[config.mk]
export PLATFORM = sky130hd
export DESIGN_NAME = tictactoe_game_ctrl
export DESIGN_NICKNAME = d
export VERILOG_FILES = /design/src/rtl/tictactoe_game_ctrl.sv
export SDC_FILE = /design/constraint.sdc
export NUM_CORES = 1
export LEC_CHECK = 0
export ABC_AREA = 1
export ABC_CLOCK_PERIOD_IN_PS = 2500
export CAP_MARGIN = 20
export CORE_UTILIZATION = 30
export CTS_CLUSTER_DIAMETER = 60
export CTS_CLUSTER_SIZE = 25
export DETAILED_ROUTE_END_ITERATION = 10
export GPL_TIMING_DRIVEN = 0
export PLACE_DENSITY = 0.49
export SLEW_MARGIN = 5
export SYNTH_ARGS = -nofsm -noshare
export SYNTH_HDL_FRONTEND = slang
export SYNTH_SLANG_ARGS = --single-unit
[constraint.sdc]
create_clock -name clk -period 2.5 [get_ports clk]
set_input_delay 0.25 -clock clk [delete_from_list [all_inputs] [get_ports clk]]
set_output_delay 0.25 -clock clk [all_outputs]
set_load 0.005 [all_outputs]
[src/rtl/tictactoe_game_ctrl.sv]
// TicTacToe game-state controller: debounced left/right buttons move a
// cursor and place alternating X/O marks; reports win or draw.
// Ports: clk, reset (async, active-low), left, right (raw buttons);
//   board[17:0] (2 bits per cell, row-major), cursor[3:0], turn,
//   winner[1:0] (01 X, 10 O, 11 draw), game_over.
module tictactoe_game_ctrl #(
  parameter int unsigned DEBOUNCE_CYCLES = 1000000
) (
  input  logic        clk,
  input  logic        reset,
  input  logic        left,
  input  logic        right,
  output logic [17:0] board,
  output logic [3:0]  cursor,
  output logic        turn,
  output logic [1:0]  winner,
  output logic        game_over
);

  typedef enum logic [1:0] {
    PLAY  = 2'd0,
    CHECK = 2'd1,
    OVER  = 2'd2
  } state_t;

  localparam logic [23:0] DB_LAST = 24'(DEBOUNCE_CYCLES - 1);

  // Button front end, index 0 = left, index 1 = right.
  logic [1:0]  btn_raw;
  logic [1:0]  sync1_q, sync2_q;
  logic [1:0]  deb_q, deb_d;
  logic [1:0]  deb_prev_q;
  logic [1:0]  pls_q, pls_d;
  logic [23:0] cnt_q [2];
  logic [23:0] cnt_d [2];

  assign btn_raw = {right, left};

  always_comb begin
    for (int i = 0; i < 2; i++) begin
      deb_d[i] = deb_q[i];
      cnt_d[i] = cnt_q[i];
      if (sync2_q[i] == deb_q[i]) begin
        cnt_d[i] = '0;
      end else if (cnt_q[i] == DB_LAST) begin
        deb_d[i] = sync2_q[i];
        cnt_d[i] = '0;
      end else begin
        cnt_d[i] = cnt_q[i] + 24'd1;
      end
    end
    pls_d = deb_q & ~deb_prev_q;
  end

  logic l_pls, r_pls;
  assign l_pls = pls_q[0];
  assign r_pls = pls_q[1];

  // Game state
  state_t      state_q, state_d;
  logic [17:0] board_q, board_d;
  logic [3:0]  cursor_q, cursor_d;
  logic        turn_q, turn_d;
  logic [1:0]  winner_q, winner_d;
  logic        game_over_q, game_over_d;
  logic [3:0]  moves_q, moves_d;

  logic [4:0]  idx;
  logic [1:0]  mark;
  logic [1:0]  cur_cell;
  logic [8:0]  m;
  logic        win;

  assign idx      = {cursor_q, 1'b0};
  assign mark     = turn_q ? 2'b10 : 2'b01;
  assign cur_cell = board_q[idx +: 2];

  always_comb begin
    for (int i = 0; i < 9; i++) begin
      m[i] = (board_q[2*i +: 2] == mark);
    end
  end

  assign win = (m[0] & m[1] & m[2]) | (m[3] & m[4] & m[5]) |
               (m[6] & m[7] & m[8]) | (m[0] & m[3] & m[6]) |
               (m[1] & m[4] & m[7]) | (m[2] & m[5] & m[8]) |
               (m[0] & m[4] & m[8]) | (m[2] & m[4] & m[6]);

  always_comb begin
    state_d     = state_q;
    board_d     = board_q;
    cursor_d    = cursor_q;
    turn_d      = turn_q;
    winner_d    = winner_q;
    game_over_d = game_over_q;
    moves_d     = moves_q;
    unique case (state_q)
      PLAY: begin
        // A right pulse always masks a simultaneous left pulse.
        if (r_pls) begin
          if (cur_cell == 2'b00) begin
            board_d[idx +: 2] = mark;
            moves_d = moves_q + 4'd1;
            state_d = CHECK;
          end
        end else if (l_pls) begin
          cursor_d = (cursor_q == 4'd8) ? 4'd0 : cursor_q + 4'd1;
        end
      end
      CHECK: begin
        if (win) begin
          winner_d    = mark;
          game_over_d = 1'b1;
          state_d     = OVER;
        end else if (moves_q == 4'd9) begin
          winner_d    = 2'b11;
          game_over_d = 1'b1;
          state_d     = OVER;
        end else begin
          turn_d  = ~turn_q;
          state_d = PLAY;
        end
      end
      OVER: begin
        if (r_pls) begin
          board_d     = '0;
          cursor_d    = '0;
          turn_d      = 1'b0;
          winner_d    = 2'b00;
          game_over_d = 1'b0;
          moves_d     = '0;
          state_d     = PLAY;
        end
      end
      default: state_d = PLAY;
    endcase
  end

  always_ff @(posedge clk or negedge reset) begin
    if (!reset) begin
      sync1_q     <= '0;
      sync2_q     <= '0;
      deb_q       <= '0;
      deb_prev_q  <= '0;
      pls_q       <= '0;
      cnt_q[0]    <= '0;
      cnt_q[1]    <= '0;
      state_q     <= PLAY;
      board_q     <= '0;
      cursor_q    <= '0;
      turn_q      <= 1'b0;
      winner_q    <= 2'b00;
      game_over_q <= 1'b0;
      moves_q     <= '0;
    end else begin
      sync1_q     <= btn_raw;
      sync2_q     <= sync1_q;
      deb_q       <= deb_d;
      deb_prev_q  <= deb_q;
      pls_q       <= pls_d;
      cnt_q[0]    <= cnt_d[0];
      cnt_q[1]    <= cnt_d[1];
      state_q     <= state_d;
      board_q     <= board_d;
      cursor_q    <= cursor_d;
      turn_q      <= turn_d;
      winner_q    <= winner_d;
      game_over_q <= game_over_d;
      moves_q     <= moves_d;
    end
  end

  assign board     = board_q;
  assign cursor    = cursor_q;
  assign turn      = turn_q;
  assign winner    = winner_q;
  assign game_over = game_over_q;

endmodule

==> run summary <==
### Pwr
* 482 nW/µm² — ratio of total power to cell area
* 673 µW — Net Switching
* 0.476 — Clock Power Share
* 0.497 — sequential cell fraction of total power
* 0.00271 µW — Lkg Pwr
* 0.027 — relative contribution of combinational cells to total power
* 0.000325 V — Worst VDD drop
* 2290 µW — cell-internal power
* 0.227 — Sw Ratio

### STA
* false — setup repair after global routing missed its margin
* 2.36 ns — crit path time final
* 0 — count of final hold-check violations
* 0 — Slew Limit Fails
* 0.943 — final worst path period share
* 0.618 ns — Worst Tran Pin Value
* 0 — # setup viols final
* 424 MHz — Peak Freq
* 0 ns — Fin Setup TNS
* 0.588 — worst max-slew margin expressed relative to the limit
* 0.00705 ns — maximum clock skew at final layout
* 0.143 ns — PnR worst setup slack

### Setup path
* nand2_1 — Crit path top cell by count
* flop — crit start category
* 2.60 ns — data arrival time at the worst-slack endpoint
* 0.50 ns — Largest stage delay, worst path
* 11 — Max Fanout on Critical Path
* flop — category of the worst setup path capture point
* 2.74 ns — Critical Path RT
* dfrtp_2 — Max stage delay cell, worst path
* inv_2 > buf_4 > ha_1 > clkbuf_1 > nor2_1 > inv_1 > nor3_1 > o21ai_1 > nand2_1 > nand2_1 — cell chain of the critical path
* reg -> reg — CP Class

### Placement
* 0.907 — Final Wtd Congestion
* 10,100 µm — HPWL after DPL
* 0.0443 ns — worst slack at placement
* 29 — I/O Buffers
* 5830 µm² — placed cell areas

### Clock network
* 0.35 ns — clock latency on the worst-skew pair
* 9 — total CTS buffers
* 0.07 ns — clock transition at the registers of the reported paths
* clkbuf_16 — CTS Root Cell
* 3 — CTS H-tree lvls
* 2 — Clock Path Buffers
* 90 — TritonCTS sink count
* built — CTS tree

### Drt
* 5 — detailed-routing iteration count for the pre-antenna-repair pass
* 14.3 µm — detailed-route wire length per cell
* 326 — First DRT Iteration DRCs
* 0 — number of nets with antenna violations after routing
* 13,500 µm — total wire length after detailed routing
* 4.92 — via density per instance
* 4,663 — Via Count
* 0 — count of unresolved DRC violations after routing

### Layout
* 17.4% — area grow syn2layout
* 2250 µm² — area occupied by registers
* 2580 µm² — area of the multi-input gates
* 0.109 — share of post-route cells with drive strength above 1
* 0 — Inserted Diodes
* 6150 µm² — Finished Cell Area
* 1,774 — FILL cells
* 734 — count of nets after finishing

### Logic synthesis
* 0 — warnings from Yosys
* dfrtp_1 — post-synth top area cell
* 5240 µm² — area of the mapped netlist
* 0 — number of enable-type register cells in the synthesized netlist
* 0.430 — part of the Yosys area used for sequential elements
* 0.430 — area share of the largest cell type after synthesis
* 680 — number of standard cells after synthesis
* 7.71 µm² — synthesized area divided by synthesized cell count
* 90 — synthesized flop and latch total
* 692 — number of nets produced by synthesis
* 46 — number of distinct library cells after synthesis
* 1.00 — Async S/R FF share, synth
* dfrtp_1 — main flop type after synthesis
* dfrtp_1, nand2_1, nor2_1 — main area contributors after synthesis

### Floorplanning
* 134 µm — die span in y
* 0.312 — Initial Utilization
* 30 — ports placed on the boundary
* 16,800 µm² — Floorplan Core Area
* 134 µm — x dimension of the die
* 47 — Std-Cell Rows
* 18,000 µm² — die area

### Global route
* 0 — antenna violations before repair
* 55 — pin count of the biggest net entering global routing
* 22,700 µm — wire length of the first global-routing pass
* 4,649 — number of global-route vias before repair
* 0.162 — GRT Total Usage
* 0 — global-route congestion overflow total

### Run status
* finished clean — result of the run

### Min path
* in -> reg — class of the worst hold path

### Flow run
* 0 — number of max-cap violations

state kept, by name (all words and copies together), names as in the netlist, 4 cells and up:
register / cells
moves_q: 4
cursor: 4
cnt_q: 48
board: 18
cells in the final DEF (no fill, tap or decap), types with 8 or more instances in the layout:
master,count
nand2_1,147
dfrtp_1,89
nor2_1,87
inv_1,77
nand3_1,61
nor3_1,32
clkdlybuf4s50_1,28
a21oi_1,21
o21ai_0,21
nand4_1,19
o21ai_1,13
inv_2,12
xor2_1,9
clkbuf_16,9
ha_1,8
what timing repair did:
item,in CTS,in global routing
hold buffers,1,0
buffers inserted,0,0
endpoints found under the hold margin,36,0
gates resized for setup,0,2
endpoints found under the setup margin,0,7
worst paths after layout:
path | startpoint | end | slack (ns) | cells after the start
min in group asynchronous | reset | cursor[2] | 0.42 | 2
max in group asynchronous | reset | board[0] | 1.43 | 3
worst max-delay path | cursor[0] | board[9] | 0.14 | 10
worst min register to register | sync1_q[0] | sync2_q[0] | 0.36 | 0
worst max register to register | cursor[0] | board[9] | 0.14 | 10
worst min-delay path | left | sync1_q[0] | 0.34 | 1
per-layer routing:
metal	global-route usage	wire (µm)	share of wire	up-vias
met1	0.200	6280	0.46	2212
met3	0.0242	415	0.031	37
met5	0	0	0	-
met2	0.271	6370	0.47	91
li1	-	-	-	2323
met4	0.0880	459	0.034	0
power groups by stage:
stage          Clock (µW)  Combinational, µW  Sequential, µW
2_1_floorplan           0               30.4            1500
3_3_place_gp            0               74.1            1500
3_5_place_dp            0               81.7            1500
4_1_cts              1450               83.2            1470
5_1_grt              1510               92.7            1470
6_report             1410               78.7            1470
through the flow:
stage / utilization / power [µW] / std cells / hold slack, ns
final: 0.366 / 2970 / 947 / 0.335
after detailed placement: 0.347 / 1580 / 930 / 0.277
after CTS: 0.365 / 3010 / 947 / 0.324
after floorplan: - / 1530 / 680 / -0.0456
after global placement: 0.345 / 1580 / 929 / 0.340
after global routing: 0.366 / 3080 / 947 / 0.335
cell type report:
type                       count  share of cell area
timing repair buffer          31              0.0529
clock buffer                  10              0.0388
sequential                    90               0.366
buffer                        10              0.0118
tap                          220              0.0447
inverter                      90              0.0549
clock inverter                 6              0.0106
multi-input combinational    490               0.420
worst max-delay path: cells and delay by family, from the launching register on:
family	cells	cell delay [ns]
compound gates	1	0.13
simple gates	4	0.66
fa+ha+maj	1	0.24
flops	1	0.50
buf+inv	4	0.71
cells by family (layout without fill, tap and decap cells):
kind of cell,count (synthesis),after routing,share of synthesized area
DFF,90,90,0.430
xor gates and xnor gates,14,14,0.0234
adders and majority gates,8,8,0.0191
AOI/OAI and AO/OA,76,76,0.0835
and+or+nand+nor,392,392,0.366
buffers and inverters,100,147,0.0783
synth_stat cells (2+ instances only):
master / number
a211oi_1: 3
o21ai_2: 4
a31oi_1: 6
inv_2: 12
inv_1: 77
nand2_2: 2
a21oi_1: 21
o21ai_1: 13
nor3_1: 33
o21ai_0: 21
or2_2: 2
buf_6: 3
o211a_1: 2
nand4_1: 19
xnor2_1: 5
nand3_2: 5
nor2_4: 5
dfrtp_1: 90
nor3_4: 2
nor3_2: 5
nor4_1: 4
ha_1: 8
nor3b_2: 3
clkbuf_1: 2
nor4_4: 2
nand3_1: 61
nor2_1: 87
nor3b_1: 3
nand2_4: 3
xor2_1: 9
o22ai_1: 2
nor2_2: 3
nand2_1: 147
or2_0: 2
buf_4: 3
(Power assumes the default switching activity.)
